===== config.mk =====
export PLATFORM = sky130hd
export DESIGN_NAME = fifo_level
export DESIGN_NICKNAME = d
export VERILOG_FILES = /design/src/rtl/fifo_pkg.sv /design/src/rtl/fifo_level_chk.sv /design/src/rtl/fifo_mem.sv /design/src/rtl/fifo_level.sv
export SDC_FILE = /design/constraint.sdc
export NUM_CORES = 1
export LEC_CHECK = 0
export BUFFER_PORTS_ARGS = -buffer_cell sky130_fd_sc_hd__buf_2
export CORE_MARGIN = 2
export CORE_UTILIZATION = 40
export DETAILED_ROUTE_END_ITERATION = 8
export REMOVE_ABC_BUFFERS = 1
export SLEW_MARGIN = 20
export SYNTH_ARGS = -nofsm -noshare
export SYNTH_HDL_FRONTEND = slang
export SYNTH_SLANG_ARGS = --single-unit
export TNS_END_PERCENT = 100

===== constraint.sdc =====
create_clock -name clk_i -period 3.4 [get_ports clk_i]
set_input_delay 0.85 -clock clk_i [delete_from_list [all_inputs] [get_ports clk_i]]
set_output_delay 0.85 -clock clk_i [all_outputs]
set_load 0.02 [all_outputs]

===== src/rtl/fifo_pkg.sv =====
// Shared types and width helpers for the level-reporting FIFO family.
package fifo_pkg;

    typedef enum {FIFO_STD, FIFO_FWFT} fifo_mode_e;

    function automatic int level_w(input int depth);
        return $clog2(depth + 1);
    endfunction

    function automatic int ptr_w(input int depth);
        return (depth > 1) ? $clog2(depth) : 1;
    endfunction

endpackage


===== src/rtl/fifo_level_chk.sv =====
// Structural invariants of fifo_level: pointer stability on rejected requests and flag consistency.
module fifo_level_chk #(
    parameter int DEPTH = 16,
    parameter int PW    = 4,
    parameter int LW    = 5
) (
    input logic          clk_i,
    input logic          rst_i,
    input logic          clr_i,
    input logic          wr_en_i,
    input logic          rd_en_i,
    input logic          full_i,
    input logic          empty_i,
    input logic [PW-1:0] wptr_i,
    input logic [PW-1:0] rptr_i,
    input logic [LW-1:0] level_i
);

    a_wptr_hold: assert property (@(posedge clk_i) disable iff (rst_i)
        (wr_en_i && full_i && !clr_i) |=> $stable(wptr_i));

    a_rptr_hold: assert property (@(posedge clk_i) disable iff (rst_i)
        (rd_en_i && empty_i && !clr_i) |=> $stable(rptr_i));

    a_level_max: assert property (@(posedge clk_i) disable iff (rst_i)
        level_i <= LW'(DEPTH));

    a_full_empty: assert property (@(posedge clk_i) disable iff (rst_i)
        !(full_i && empty_i));

endmodule


===== src/rtl/fifo_mem.sv =====
// FIFO storage array: one synchronous write port, one asynchronous read port, no reset.
module fifo_mem
    import fifo_pkg::*;
#(
    parameter int WIDTH = 32,
    parameter int DEPTH = 16
) (
    input  logic                      i_clk,
    input  logic                      i_we,
    input  logic [ptr_w(DEPTH)-1:0]   i_waddr,
    input  logic [WIDTH-1:0]          i_wdata,
    input  logic [ptr_w(DEPTH)-1:0]   i_raddr,
    output logic [WIDTH-1:0]          o_rdata
);

    logic [WIDTH-1:0] r_mem [DEPTH];

    // storage write port
    always_ff @(posedge i_clk) begin
        if (i_we) begin
            r_mem[i_waddr] <= i_wdata;
        end
    end

    assign o_rdata = r_mem[i_raddr];

endmodule


===== src/rtl/fifo_level.sv =====
// Synchronous FIFO with fill level, almost-full/empty thresholds, sticky error flags,
// flush, and standard or first-word-fall-through read.
module fifo_level
    import fifo_pkg::*;
#(
    parameter int         WIDTH     = 32,
    parameter int         DEPTH     = 16,
    parameter int         AF_THRESH = 12,
    parameter int         AE_THRESH = 2,
    parameter fifo_mode_e FWFT      = FIFO_STD
) (
    input  logic                      clk_i,
    input  logic                      rst_i,
    input  logic                      clr_i,
    input  logic [WIDTH-1:0]          wdata_i,
    input  logic                      wr_en_i,
    output logic                      full_o,
    output logic                      almost_full_o,
    input  logic                      rd_en_i,
    output logic [WIDTH-1:0]          rdata_o,
    output logic                      empty_o,
    output logic                      almost_empty_o,
    output logic [level_w(DEPTH)-1:0] level_o,
    output logic                      overflow_o,
    output logic                      underflow_o
);

    localparam int LW = level_w(DEPTH);
    localparam int PW = ptr_w(DEPTH);

    if (DEPTH < 2) begin : g_err_depth
        $error("fifo_level: DEPTH must be at least 2");
    end
    if (AF_THRESH < 1 || AF_THRESH > DEPTH) begin : g_err_af
        $error("fifo_level: AF_THRESH must lie in 1..DEPTH");
    end
    if (AE_THRESH < 0 || AE_THRESH > DEPTH - 1) begin : g_err_ae
        $error("fifo_level: AE_THRESH must lie in 0..DEPTH-1");
    end

    function automatic logic [PW-1:0] ptr_inc(input logic [PW-1:0] p);
        return (p == PW'(DEPTH - 1)) ? {PW{1'b0}} : p + PW'(1);
    endfunction

    logic [PW-1:0]    r_wptr, r_rptr, w_wptr_nxt, w_rptr_nxt, w_raddr;
    logic [LW-1:0]    r_level, w_level_nxt;
    logic             r_full, r_af, r_empty, r_ae, r_ovf, r_unf;
    logic [WIDTH-1:0] r_rdata, w_rdata_nxt, w_mem_rdata;
    logic             w_wr_acc, w_rd_acc, w_mem_we;

    assign w_wr_acc = wr_en_i & ~r_full;
    assign w_rd_acc = rd_en_i & ~r_empty;
    assign w_mem_we = w_wr_acc & ~clr_i;

    // next pointer and level values
    always_comb begin
        w_wptr_nxt  = r_wptr;
        w_rptr_nxt  = r_rptr;
        w_level_nxt = r_level;
        if (clr_i) begin
            w_wptr_nxt  = {PW{1'b0}};
            w_rptr_nxt  = {PW{1'b0}};
            w_level_nxt = {LW{1'b0}};
        end else begin
            w_wptr_nxt = w_wr_acc ? ptr_inc(r_wptr) : r_wptr;
            w_rptr_nxt = w_rd_acc ? ptr_inc(r_rptr) : r_rptr;
            case ({w_wr_acc, w_rd_acc})
                2'b10:   w_level_nxt = r_level + LW'(1);
                2'b01:   w_level_nxt = r_level - LW'(1);
                default: w_level_nxt = r_level;
            endcase
        end
    end

    // FWFT looks one pointer ahead so the head word can be registered
    assign w_raddr = (FWFT == FIFO_FWFT) ? w_rptr_nxt : r_rptr;

    // next read-data register value; FWFT bypasses a word landing at the new head
    always_comb begin
        w_rdata_nxt = r_rdata;
        if (clr_i) begin
            w_rdata_nxt = {WIDTH{1'b0}};
        end else if (FWFT == FIFO_FWFT) begin
            if (w_level_nxt == LW'(0)) begin
                w_rdata_nxt = {WIDTH{1'b0}};
            end else if (w_wr_acc && (w_rptr_nxt == r_wptr)) begin
                w_rdata_nxt = wdata_i;
            end else begin
                w_rdata_nxt = w_mem_rdata;
            end
        end else if (w_rd_acc) begin
            w_rdata_nxt = w_mem_rdata;
        end else begin
            w_rdata_nxt = r_rdata;
        end
    end

    // control state, flags decoded from the next level, and output data
    always_ff @(posedge clk_i or posedge rst_i) begin
        if (rst_i) begin
            r_wptr  <= {PW{1'b0}};
            r_rptr  <= {PW{1'b0}};
            r_level <= {LW{1'b0}};
            r_full  <= 1'b0;
            r_af    <= 1'b0;
            r_empty <= 1'b1;
            r_ae    <= 1'b1;
            r_ovf   <= 1'b0;
            r_unf   <= 1'b0;
            r_rdata <= {WIDTH{1'b0}};
        end else begin
            r_wptr  <= w_wptr_nxt;
            r_rptr  <= w_rptr_nxt;
            r_level <= w_level_nxt;
            r_full  <= (w_level_nxt == LW'(DEPTH));
            r_af    <= (w_level_nxt >= LW'(AF_THRESH));
            r_empty <= (w_level_nxt == LW'(0));
            r_ae    <= (w_level_nxt <= LW'(AE_THRESH));
            r_ovf   <= clr_i ? 1'b0 : (r_ovf | (wr_en_i & r_full));
            r_unf   <= clr_i ? 1'b0 : (r_unf | (rd_en_i & r_empty));
            r_rdata <= w_rdata_nxt;
        end
    end

    fifo_mem #(.WIDTH(WIDTH), .DEPTH(DEPTH)) u_mem (
        .i_clk   (clk_i),
        .i_we    (w_mem_we),
        .i_waddr (r_wptr),
        .i_wdata (wdata_i),
        .i_raddr (w_raddr),
        .o_rdata (w_mem_rdata)
    );

    fifo_level_chk #(.DEPTH(DEPTH), .PW(PW), .LW(LW)) u_chk (
        .clk_i   (clk_i),
        .rst_i   (rst_i),
        .clr_i   (clr_i),
        .wr_en_i (wr_en_i),
        .rd_en_i (rd_en_i),
        .full_i  (r_full),
        .empty_i (r_empty),
        .wptr_i  (r_wptr),
        .rptr_i  (r_rptr),
        .level_i (r_level)
    );

    assign full_o         = r_full;
    assign almost_full_o  = r_af;
    assign empty_o        = r_empty;
    assign almost_empty_o = r_ae;
    assign level_o        = r_level;
    assign overflow_o     = r_ovf;
    assign underflow_o    = r_unf;
    assign rdata_o        = r_rdata;

endmodule


# Word level (Yosys, flattened, before mapping)
# Memory sizes are Yosys's and may differ from the RTL's.
# Index checks and enable logic that the tools add are counted.
[word_totals]
regBits = 51
mem_bits_rw = 512
wordCells = 49
n_memories = 1
[memory_table]
columns = ["name", "words", "word_bits", "rd", "rd_clocked_by_memory_dff", "write_ports", "line_no", "text"]
rows = [
  ["u_mem.r_mem", 16, 32, 1, 0, 1, "fifo_mem.sv:16", "logic [WIDTH-1:0] r_mem [DEPTH];"],
]
[classes]
addsub = 4
n_lt_le_gt_ge = 2
eq_ne = 5
mux = 14
bitwise = 10
reduce_logical = 3
[op_table]
columns = ["op", "count"]
rows = [
  ["$mux W32", 2],
  ["$mux W4", 6],
  ["$pmux W5 S2", 1],
  ["$add A4 B1 Y4 const B", 2],
  ["$eq A4 B4 Y1 const B", 2],
  ["$add A5 B1 Y5 const B", 1],
  ["$and A1 B1 Y1", 5],
  ["$eq A5 B5 Y1 const B", 1],
  ["$ge A5 B4 Y1 const B", 1],
  ["$le A5 B2 Y1 const B", 1],
  ["$logic_not A5 Y1", 1],
  ["$mux W5", 1],
  ["$sub A5 B1 Y5 const B", 1],
  ["$mux W1", 4],
  ["$reduce_bool A2 Y1", 2],
  ["$not A1 Y1", 3],
  ["$eq A2 B1 Y1 const B", 1],
  ["$eq A2 B2 Y1 const B", 1],
  ["$or A1 B1 Y1", 2],
]

# Depth between registers and ports, before layout
[logic_depth]
word_depth = 6
mapped_depth = 12
depth_no_buf = 11

# Hierarchy
# From an unflattened synthesis, not the netlist that was laid out.
[unflattened]
cells_unflattened = 1066
hier_area_um2 = 21614.5
[by_module_without_submodules]
columns = ["mod", "instances", "cells_each", "area_each_um2", "seq_area_each_um2"]
rows = [
  ["fifo_mem", 1, 806, 19213.4, 15374.7],
  ["fifo_level", 1, 260, 2401.1, 1278.7],
]

# Worst setup path before layout
# No wires, ideal clock.
[synth_timing]
kind = "in2reg"
from = "in wr_en_i"
to = "reg r_full, in the netlist full_o"
arrival_ns = 3.251
required_time_ns = 3.295
slack_ns = 0.044
cell_stages = 10
cell_sequence = "and2b_1 inv_1 clkbuf_1 ha_1 clkbuf_1 or4b_2 nand4_1 mux2i_1 nand2_1 nor4b_1"
[synth_via]
elab_chain_cells = 5
elab_cells_between_ends = 6
cone_classes = "3 x eq/ne; 2 x mux; 1 x bitwise"
[synth_lines]
columns = ["element", "line_no", "text"]
rows = [
  ["from (decl)", "fifo_level.sv:16", "input logic wr_en_i,"],
  ["$and A1 B1 Y1 (*)", "fifo_level.sv:51", "assign w_wr_acc = wr_en_i & ~r_full;"],
  ["$eq A2 B1 Y1 or $eq A2 B2 Y1 (tied branches)", "fifo_level.sv:67", "case ({w_wr_acc, w_rd_acc})"],
  ["$pmux W5 S2 (*)", "fifo_level.sv:67", ""],
  ["$mux W5 (*)", "fifo_level.sv:60", "if (clr_i) begin"],
  ["$eq A5 B5 Y1 (*)", "fifo_level.sv:115", "r_full <= (w_level_nxt == LW'(DEPTH));"],
  ["to (signal assigned)", "fifo_level.sv:115", ""],
  ["to (decl)", "fifo_level.sv:47", "logic r_full, r_af, r_empty, r_ae, r_ovf, r_unf;"],
]
# Every way passes the cells marked *; elsewhere a longest branch is shown, timed or not.
# A chain may end at the register's enable or synchronous reset.

# Final worst setup path
[layout_timing]
from = "reg r_full, in the netlist full_o"
to = "reg r_full, in the netlist full_o"
[layout_via]
elab_chain_cells = 6
elab_cells_between_ends = 7
cone_classes = "3 x eq/ne; 2 x mux; 2 x bitwise"
[layout_lines]
columns = ["element", "line_no"]
rows = [
  ["$not A1 Y1 (*)", "fifo_level.sv:51"],
  ["$and A1 B1 Y1 (*)", "fifo_level.sv:51"],
  ["$eq A2 B1 Y1 or $eq A2 B2 Y1 (tied branches)", "fifo_level.sv:67"],
  ["$pmux W5 S2 (*)", "fifo_level.sv:67"],
  ["$mux W5 (*)", "fifo_level.sv:60"],
  ["$eq A5 B5 Y1 (*)", "fifo_level.sv:115"],
]
# Marked as above.

==> impl_metrics.yaml <==
run_status:
  status: "complete, no violations"
timing:
  setup_tns_ps: 0
  rsz0062_at_grt: "no"
  finalCritPeriodShare_pct: 81.5
  max_freq_mhz: 361
  fin_skew_ps: 20.2
  drv_slew: 0
  hold_ws_ps: 326
  setup_violations: 0
  tightest_slew_ps: 761
  setup_slack_ps: 629
  relSlewSlack_pct: 49.3
  hold_viol: 0
  layout_min_cycle_time_ps: 2770
clocking:
  clk_path_buf_depth: 3
  cts_tree: "built"
  clk_latency_ps: 610
  cts.sinks: 563
  cts_setup_buffers: 0
  clock_tree.root_cell: "clkbuf_16"
  h-tree-depth: 2
  postCtsHoldBufs: 0
  clk_pin_slew_ps: 60
  cts_inserted_buffers: 55
  cts_resized: 0
drt:
  viasPerCell: 5.39
  routed_wirelength_um: 44700
  ant_nets: 0
  dr.first_iter.drc_count: 867
  route.detailed.drc: 0
  firstDrtPassIters: 5
  vias: 9688
  post_drt_wl_per_cell_um: 24.9
place:
  dp_slack_ps: 190
  dp_hpwl_um: 26500
  place_congestion: 0.716
  io_buffers: 79
  dp.cells: 1693
synth:
  yosysWarningCount: 0
  yosysTopAreaCell: "edfxtp_1"
  ys_seq_area_share_pct: 77.4
  ys.flop_type: "edfxtp_1"
  synthArstFlopShare_pct: 9.06
  ys_top_cells_by_count: "edfxtp_1, mux4_2, dfrtp_1"
  synth_edf_count: 512
  ys_types: 42
  syn_area_per_cell_um2: 23.4
  ys_ff_latch: 563
  netlist_instances: 918
  synth_top_area_share_pct: 71.5
  synth.most_common_cell: "edfxtp_1"
  synth_area_um2: 21500
  ys_top_cells_by_area: "edfxtp_1, mux4_2, dfrtp_1"
floorplanning:
  die_y_um: 236
  rows: 85
  start_util_pct: 40.2
  top_level_ports: 80
  coreArea_um2: 53500
  die_area_um2: 55700
  die_x_um: 236
setup_path:
  rr_startpoint: "full_o$_DFF_PP0_"
  path_max_fanout: 6
  rr_worst_depth: 8
  crit_start: "full_o$_DFF_PP0_"
  start_kind: "flip-flop"
  end_kind: "flip-flop"
  reg2reg_slack_ps: 630
  cp_data_arrival_time_ps: 3260
  crit_required_ps: 3890
  critPathKind: "flip-flop to flip-flop"
  r2r_end: "full_o$_DFF_PP0_"
  crit_path_end: "full_o$_DFF_PP0_"
global_routing:
  track_usage_pct: 16.4
  antenna_found_initial: 3
  first_global_vias: 10200
  grt_pass1_wl_um: 67200
  grt_max_degree: 40
  grt_remaining_overflow: 0
cells_and_area:
  nets: 1098
  stdcell_count: 1796
  diodes: 0
  areaGrowthSynthToFinish_pct: 15.5
  drive_gt1_share_pct: 35.5
flow_run:
  drv_cap: 0
pwr:
  power_density_nw_per_um2: 631
  p_leak_nw: 8.06
  vdd_ir_drop_max_mv: 0.382
min_path:
  hold_path_class: "input port to async pin"
-- sequential cells by signal, indices dropped and copies added (netlist names) --
register / flops
almost_full_o: 1
almost_empty_o: 1
level_o: 5
full_o: 1
rdata_o: 32
u_mem.r_mem: 512
empty_o: 1
r_rptr: 4
overflow_o: 1
r_wptr: 4
underflow_o: 1
-- placed cells by master, fill, tap and decap left out, types with 3 or more instances in the layout --
cell type,netlist,layout
a21o_1,3,3
a21oi_1,12,12
a22o_1,32,32
a311oi_1,3,3
and2_2,0,16
buf_12,0,13
buf_2,5,79
buf_4,1,36
bufinv_16,0,5
clkbuf_1,26,15
clkbuf_16,0,55
clkbuf_8,0,4
clkinv_1,0,13
clkinv_2,0,4
dfrtp_1,49,45
edfxtp_1,512,512
ha_1,7,7
inv_1,7,6
inv_6,0,4
mux2i_1,3,3
mux4_2,159,159
nand2_1,14,14
nand3_1,3,3
nor2_1,12,10
nor2b_1,4,4
nor4_1,4,4
nor4b_1,3,3
xor2_1,3,3
-- stage by stage --
step	power, W	util, %	instance area [um^2]
after floorplan	0.00936	-	21200
after global placement	0.00985	43.1	23100
after detailed placement	0.00989	43.2	23100
after CTS	0.0159	46.5	24900
after global routing	0.0162	46.5	24900
final	0.0157	46.5	24900
-- power by group --
part	internal (W)	total [W]	switching, W
combinational	0.000880	0.00183	0.000946
sequential	0.00773	0.00788	0.000150
clock	0.00345	0.00598	0.00254
-- area by class of cell --
| cell class | instances | area [um^2] |
|---|---|---|
| clock inverter | 29 | 278 |
| inverter | 8 | 30.0 |
| timing repair buffer | 128 | 926 |
| fill | 4404 | 28600 |
| tap | 696 | 871 |
| multi-input combinational | 298 | 4600 |
| sequential | 563 | 16700 |
| clock buffer | 74 | 1490 |
-- routing by layer --
layer	wire length, um	up-vias	track usage (%)
li1	-	4183	-
met1	20300	5178	24.0
met2	21200	252	25.5
met3	2230	71	2.70
met4	947	4	4.71
met5	27	-	0
-- logic make-up after synthesis --
| kind of cell | count (synthesis) | share of synthesized area [%] |
|---|---|---|
| xor gates and xnor gates | 4 | 0.163 |
| buffers and inverters | 57 | 1.39 |
| adders and majority gates | 7 | 0.407 |
| AOI/OAI and AO/OA | 57 | 2.04 |
| and+or+nand+nor | 67 | 1.70 |
| DFF | 563 | 77.4 |
| muxes | 163 | 16.9 |
-- worst max-delay path, stage by stage, from the launching register on --
cell and delay [ps]:
dfrtp_1 390, and2b_1 330, inv_1 150, ha_1 330, or4b_2 690, nand4_1 140
mux2i_1 240, nand2_1 120, nor4b_1 280
-- worst min path at each step --
stage                            startpoint                      end  depth (start not counted)
floorplan             r_wptr[1]$_DFFE_PP0P_    r_wptr[1]$_DFFE_PP0P_                          2
global placement       overflow_o$_DFF_PP0_     overflow_o$_DFF_PP0_                          2
detailed placement  rdata_o[31]$_DFFE_PP0P_  rdata_o[31]$_DFFE_PP0P_                          1
CTS                                   rst_i  rdata_o[14]$_DFFE_PP0P_                          2
global route                          rst_i  rdata_o[28]$_DFFE_PP0P_                          2
finish                                rst_i     overflow_o$_DFF_PP0_                          2
Power figures use the tool's default switching activity.
